## config.mk

```make
export PLATFORM = sky130hd
export DESIGN_NAME = clk_en_sel
export DESIGN_NICKNAME = d
export VERILOG_FILES = /design/src/rtl/clk_en_sel.sv
export SDC_FILE = /design/constraint.sdc
export NUM_CORES = 1
export LEC_CHECK = 0
export ABC_AREA = 1
export BUFFER_PORTS_ARGS = -buffer_cell sky130_fd_sc_hd__buf_2
export CAP_MARGIN = 20
export CORE_MARGIN = 4
export CORE_UTILIZATION = 47
export DETAILED_ROUTE_END_ITERATION = 8
export PLACE_DENSITY_LB_ADDON = 0.3
export SLEW_MARGIN = 30
export SYNTH_ARGS = -nofsm -noshare
export SYNTH_HDL_FRONTEND = slang
export SYNTH_SLANG_ARGS = --single-unit
export TNS_END_PERCENT = 30
```

## constraint.sdc

```tcl
create_clock -name clk -period 3.4 [get_ports clk]
set_clock_uncertainty 0.15 [all_clocks]
set_input_delay 0.17 -clock clk [delete_from_list [all_inputs] [get_ports clk]]
set_output_delay 0.17 -clock clk [all_outputs]
set_load 0.05 [all_outputs]
```

## src/rtl/clk_en_sel.sv

```systemverilog
// Single-clock rate selector: emits a one-cycle clock-enable strobe at one of
// P_NO_CLOCKS programmable divide ratios. Optional duty-50 level: CLK_EN_SEL_DUTY50_EN.
module clk_en_sel #(
  parameter int P_NO_CLOCKS = 4,
  parameter int P_DIV_W     = 8
) (
  input  logic                           clk,
  input  logic                           rst_n,
  input  logic [P_NO_CLOCKS*P_DIV_W-1:0] div_vec,
  input  logic                           sel_req,
  input  logic [P_NO_CLOCKS-1:0]         sel_vec,
  output logic                           sel_ack,
  output logic                           sel_err,
  output logic                           busy,
  output logic [P_NO_CLOCKS-1:0]         cur_sel,
  output logic                           clk_en_o
`ifdef CLK_EN_SEL_DUTY50_EN
  ,
  output logic                           clk_lvl_o
`endif
);

  typedef enum logic [1:0] {PARK, RUN, PEND} state_t;

  localparam logic [P_DIV_W-1:0]     ONE_W = P_DIV_W'(1);
  localparam logic [P_NO_CLOCKS-1:0] ONE_S = P_NO_CLOCKS'(1);

  function automatic logic is_onehot(input logic [P_NO_CLOCKS-1:0] v);
    return (v != '0) && ((v & (v - ONE_S)) == '0);
  endfunction

  // Ratio of a one-hot selection; a programmed 0 behaves as 1.
  function automatic logic [P_DIV_W-1:0] ratio_of(
    input logic [P_NO_CLOCKS-1:0]         sel,
    input logic [P_NO_CLOCKS*P_DIV_W-1:0] dv
  );
    logic [P_DIV_W-1:0] r;
    r = '0;
    for (int i = 0; i < P_NO_CLOCKS; i++)
      if (sel[i]) r = r | dv[i*P_DIV_W +: P_DIV_W];
    if (r == '0) r = ONE_W;
    return r;
  endfunction

  state_t                 state, state_nxt;
  logic [P_DIV_W-1:0]     cnt, cnt_nxt;
  logic [P_DIV_W-1:0]     n_cur, n_nxt;
  logic [P_NO_CLOCKS-1:0] cur_nxt;
  logic [P_NO_CLOCKS-1:0] pend, pend_nxt, pend_val;
  logic                   err_owed, owed_nxt;
  logic                   ack_nxt, err_nxt, en_nxt, busy_nxt;
  logic                   req_ok, req_bad, wrap, pend_hit;

  assign req_ok   = sel_req && ((sel_vec == '0) || is_onehot(sel_vec));
  assign req_bad  = sel_req && !req_ok;
  assign wrap     = (cnt == n_cur - ONE_W);
  // A request landing on the wrap cycle is applied at that same boundary.
  assign pend_hit = req_ok || (state == PEND);
  assign pend_val = req_ok ? sel_vec : pend;

  // NOTE: every signal driven here gets a default first, so no path leaves
  // it unassigned and no latch is inferred.
  always_comb begin
    state_nxt = state;
    cnt_nxt   = cnt;
    n_nxt     = n_cur;
    cur_nxt   = cur_sel;
    pend_nxt  = pend;
    ack_nxt   = 1'b0;
    en_nxt    = 1'b0;

    case (state)
      PARK: begin
        if (req_ok) begin
          ack_nxt = 1'b1;
          if (sel_vec != '0) begin
            state_nxt = RUN;
            cur_nxt   = sel_vec;
            n_nxt     = ratio_of(sel_vec, div_vec);
            cnt_nxt   = '0;
          end
        end
      end
      default: begin
        en_nxt = wrap;
        if (wrap) begin
          cnt_nxt = '0;
          if (pend_hit) begin
            ack_nxt   = 1'b1;
            cur_nxt   = pend_val;
            n_nxt     = ratio_of(pend_val, div_vec);
            pend_nxt  = '0;
            state_nxt = (pend_val == '0) ? PARK : RUN;
          end else begin
            // Re-latch so a div_vec write only affects whole periods.
            n_nxt     = ratio_of(cur_sel, div_vec);
            state_nxt = RUN;
          end
        end else begin
          cnt_nxt = cnt + ONE_W;
          if (req_ok) begin
            pend_nxt  = sel_vec;
            state_nxt = PEND;
          end
        end
      end
    endcase

    // An error that collides with an ack is owed and issued on a later cycle.
    err_nxt  = (req_bad || err_owed) && !ack_nxt;
    owed_nxt = (req_bad || err_owed) && ack_nxt;
    busy_nxt = (state_nxt == PEND);
  end

`ifdef CLK_EN_SEL_DUTY50_EN
  logic [P_DIV_W:0] half;
  logic             lvl_nxt;
  assign half    = ({1'b0, n_nxt} + (P_DIV_W + 1)'(1)) >> 1;
  assign lvl_nxt = (state_nxt != PARK) && ({1'b0, cnt_nxt} < half);

  always_ff @(posedge clk or negedge rst_n) begin
    if (!rst_n) clk_lvl_o <= 1'b0;
    else        clk_lvl_o <= lvl_nxt;
  end
`endif

  // NOTE: sequential state uses non-blocking assignments only, so every
  // register samples pre-edge values regardless of statement order.
  always_ff @(posedge clk or negedge rst_n) begin
    if (!rst_n) begin
      state    <= PARK;
      cnt      <= '0;
      n_cur    <= ONE_W;
      cur_sel  <= '0;
      pend     <= '0;
      err_owed <= 1'b0;
      sel_ack  <= 1'b0;
      sel_err  <= 1'b0;
      busy     <= 1'b0;
      clk_en_o <= 1'b0;
    end else begin
      state    <= state_nxt;
      cnt      <= cnt_nxt;
      n_cur    <= n_nxt;
      cur_sel  <= cur_nxt;
      pend     <= pend_nxt;
      err_owed <= owed_nxt;
      sel_ack  <= ack_nxt;
      sel_err  <= err_nxt;
      busy     <= busy_nxt;
      clk_en_o <= en_nxt;
    end
  end

endmodule

```

Word level (Yosys, flattened, before mapping)
Index checks and enable logic that the tools add are counted.
Word-level totals
  output and inout bits: 8
  register bits: 31
Operators by class
  eq/ne operators: 6
  add/sub/neg operators: 3
  bitwise operators: 11
  mux-type cells: 80
  reduce and logical (&&, ||, !) cells: 24
Operators by type and width (count)
  $mux W8: 60
  $or A8 B8 Y8: 9
  $mux W4: 8
  $logic_not A8 Y1: 3
  $logic_not A4 Y1: 3
  $mux W2: 5
  $add A8 B1 Y8 const B: 1
  $eq A8 B8 Y1: 1
  $sub A8 B1 Y8 const B: 1
  $mux W1: 7
  $logic_and A1 B1 Y1: 5
  $and A4 B4 Y4: 1
  $eq A2 B2 Y1 const B: 2
  $ne A2 B2 Y1 const B: 2
  $reduce_and A2 Y1: 2
  $reduce_and A4 Y1: 1
  $reduce_bool A2 Y1: 2
  $reduce_bool A4 Y1: 1
  $sub A4 B1 Y4 const B: 1
  $logic_or A1 B1 Y1: 3
  $reduce_and A3 Y1: 1
  $logic_not A1 Y1: 2
  $logic_not A2 Y1: 1
  $ne A2 B1 Y1 const B: 1
  $not A1 Y1: 1

Depth between registers and ports, before layout
  word-level depth: 31
  depth in mapped cells: 17

Worst setup path before layout
No wires, ideal clock.
  kind: reg2reg
  from: register n_cur[0]
  to: register cur_sel[1]
  data required time: 3120 ps
  period minus slack after synthesis: 2074 ps
  cell stages (with the launch flop): 14
  setup slack: 1326 ps
  library setup time: 130 ps
  buffers on the path: 1
  arrival: 1794 ps
  cell sequence: dfstp_2 > inv_1 > ha_1 > nand3_1 > nor2_1 > xor2_1 > nand2_1 > nor3_1 > nand2_1 > nand2_2 > buf_6 > nand2_4 > nor2_8 > o21ai_0
Between the ends
  word-level cells in the longest chain between the ends: 4
Ends and longest elaborated chain
  start, declared: line 47  | logic [P_DIV_W-1:0] n_cur, n_nxt;
  start signal, assigned: line 144  | n_cur <= n_nxt;
  $sub A8 B1 Y8: line 56  | assign wrap = (cnt == n_cur - ONE_W);
  $eq A8 B8 Y1: line 56
  $reduce_bool A2 Y1 (no source line)
  $reduce_and A4 Y1 (no source line)
  end signal, assigned: line 145  | cur_sel <= cur_nxt;
  end, declared: line 15  | output logic [P_NO_CLOCKS-1:0] cur_sel,
Every way passes these cells.
A chain may end at the register's enable or synchronous reset.

Worst setup path after layout
  from: register n_cur[0]
  to: register n_cur[6]
Between the ends
  word-level cells in the longest chain between the ends: 4
Ends and longest elaborated chain (line)
  $sub A8 B1 Y8: 56
  $eq A8 B8 Y1: 56
  $reduce_bool A2 Y1 (no source line)
  $reduce_and A3 Y1 (no source line)
Every way passes these cells.

==> results.toml <==
[power]
power_density_nw_per_um2 = 313
p_total_mw = 0.910
worst_ir_drop_vdd_mv = 0.222
leakage_nw = 1.47

[yosys]
syn_avg_cell_area_um2 = 6.73
number_of_flops_mapped_to_enable_cells_by_yosys = 0
synth-seq-cells = 31
post_synth_num_cell_types = 33
synth_top_cells_by_area = "dfrtp_1 29%, nand2_1 13%, nand3_1 7.8%"
synth.cells.most_frequent = "91 x nand2_1, 46 x inv_1, 41 x nor2_1, 40 x nand3_1, 32 x o21ai_0"
cell_type_with_the_highest_aggregate_area_in_the_netlist = "dfrtp_1"
synth_warnings = 0
synthMostInstantiatedCell = "nand2_1"
synth.top_cell.area_share_pct = 29.4
netlist_instances = 380
ys_async_sr_fraction_pct = 100
synth_area_um2 = 2560
synth-seq-area-share_pct = 30.4
synth_fp_nets = 421
synth_top_flop_cell = "dfrtp_1"

[global_route]
grt_pass1_vias = 2560
grt_usage_pct = 22.3
grt_first_pass_wirelength_um = 11700
antenna_found_initial = 0
grt.overflow.total = 0
pin_count_of_the_biggest_net_entering_global_routing = 32

[worst_setup_path]
critical_path.max_stage_delay_ps = 540
reg2regPathDepth = 13
worst_r2r_startpoint = "n_cur[0]"
cpMaxStageDelayCell = "dfstp_2"
critical_path.startpoint_type = "register"
worst_path_most_repeated_cell = "nand2_1"
required_ps = 3470
regToRegSetupSlack_ps = 900
worst-setup-path-type = "register to register"
timing.critical_path.cells = "inv_1, ha_1, nand3_1, nor2_1, xor2_1, nand2_1, nor3_1, nand2_1, nand2_2, nand2_2, inv_1, o211ai_1, nand2_1"
timing.critical_path.arrival_ps = 2570
rr_endpoint = "n_cur[6]"
critical_path.max_fanout = 11
worst_setup_path_end_kind = "register"

[run]
max_cap_viol_count = 0

[hold_path]
timing.hold.worst.start = "sel_req"
hold_class = "primary input to register"
min_to = "state[1]"
min_path_cells = 3

[timing]
layout_min_cycle_time_ps = 2500
unrepaired_setup_endpoints_after_global_routing = "false"
worst_slew_pin_slew_ps = 652
timing.max_slew.rel_slack_pct = 56.5
min_period_over_period_pct = 73.4
slew_violations = 0
finalSetupViolations = 0
fmax_ghz = 0.401
finalHoldViolations = 0
setup-tns-final_ps = 0

[cells_and_area]
layout.cells.non_filler = 496
layout.filler_cells = 551
areaGrowthSynthToFinish_pct = 13.6
drive_above_1_share_pct = 17.4
final_nets = 466
fin_util_pct = 55.8
num_antenna_cells = 0

[clock_tree]
post_cts_gate_resize_count = 0
ctsHtreeMaxLevel = 2
postCtsSetupRepairBufs = 0
cts-buffers-inserted = 5
clock-sinks = 31
tritoncts = "built"
ctsRootBufferMaster = "clkbuf_8"
cts_buffer_depth = 2
clk_pin_slew_ps = 70
clkLatencyLatePin_ps = 280
number_of_hold_buffers_added_after_cts = 1

[routing]
detail_route.vias_per_cell = 5.59
detail_route.wl_per_cell_um = 14.5
drt-initial-drc-count = 152
drt-pass1-iter-count = 5
antenna_left = 0
route.vias.total = 2775
postRouteWirelength_um = 7200
drc = 0

[floorplanning]
dieHeight_um = 81.8
die_area_um2 = 6690
chipWidth_um = 81.8
core-area_um2 = 5200
rows = 26
initial_utilization_pct = 49.1
io_pins = 47

[run_status]
run_status = "finished clean"

[placement]
detailedPlacementHpwl_um = 5600
gpl.final_weighted_congestion = 1.00
placed_cells_incl_taps = 487
buffer_ports.inserted = 46
==> metrics by stage <==
| step | hold WS (ps) | cell area [um2] | setup slack [ps] |
|---|---|---|---|
| after floorplan | -276 | 2560 | 1330 |
| after global placement | 90.6 | 2820 | 990 |
| after detailed placement | 102 | 2820 | 922 |
| after CTS | 172 | 2910 | 902 |
| after global routing | 192 | 2910 | 673 |
| final | 176 | 2910 | 903 |
==> sequential cells by signal (all words and copies together), names as in the netlist <==
signal	count
cnt	8
n_cur	8
cur_sel	4
pend	4
state	2
busy	1
clk_en_o	1
err_owed	1
sel_ack	1
sel_err	1
==> cell usage in the layout (no fill, tap or decap), types with 2 or more instances in the layout <==
cell,instances
a22o_1,5
nor2_2,3
nand2_1,91
nand2_4,3
xnor2_1,4
xor2_1,13
nand3_2,4
clkbuf_8,5
nor3_1,6
buf_2,46
ha_1,2
nand3_1,40
clkbuf_1,2
nor2_1,41
o21ai_0,32
a21oi_1,4
dfrtp_1,30
o21ai_1,2
inv_1,46
nand2_2,6
a221oi_1,11
o22ai_1,17
==> logic make-up (layout without fill, tap and decap cells) <==
logic type / Yosys count / after routing / synth area share (%)
AOI/OAI and AO/OA: 76 / 76 / 18.7
buffers and inverters: 57 / 103 / 9.39
and+or+nand+nor: 197 / 197 / 34.7
xor gates and xnor gates: 17 / 17 / 5.82
adders and majority gates: 2 / 2 / 0.978
DFF: 31 / 31 / 30.4
==> critical path, delay by kind of cell (launching register included) <==
family,cells,cell delay (ps)
buffers and inverters,2,320
DFF,1,540
adders and majority gates,1,220
and+or+nand+nor,8,950
AOI/OAI and AO/OA,1,130
xor gates and xnor gates,1,120
==> power by group <==
group	leakage (nW)	switching [mW]	internal [mW]
registers	0.354	0.00257	0.379
clock network	0.0422	0.133	0.143
logic	1.08	0.167	0.0847
==> final cells by class <==
class                   count  area [um2]  area share (%)
well taps                  70        87.6            3.01
clock inverters             1        5.00           0.172
repair buffers             47         240            8.27
inverters                  48         180            6.20
flip-flops and latches     31         777            26.7
clock buffers               7        76.3            2.63
multi-input cells         292        1540            53.0
==> per-layer routing <==
| layer | vias up | GRT usage (%) | part of all wire, % |
|---|---|---|---|
| li1 | 1354 | - | - |
| met1 | 1261 | 29.3 | 43 |
| met2 | 136 | 36.3 | 45 |
| met3 | 24 | 5.70 | 9.7 |
| met4 | 0 | 5.65 | 1.7 |
| met5 | - | 0 | 0 |
==> how the worst max path moves through the flow <==
stage	from	endpoint
3_3_place_gp	n_cur[0]	n_cur[6]
6_report	n_cur[0]	n_cur[6]
3_5_place_dp	n_cur[0]	n_cur[6]
2_1_floorplan	n_cur[0]	cur_sel[1]
5_1_grt	n_cur[0]	n_cur[1]
4_1_cts	n_cur[0]	n_cur[6]
Note: power is estimated with default switching activity, not from simulation.
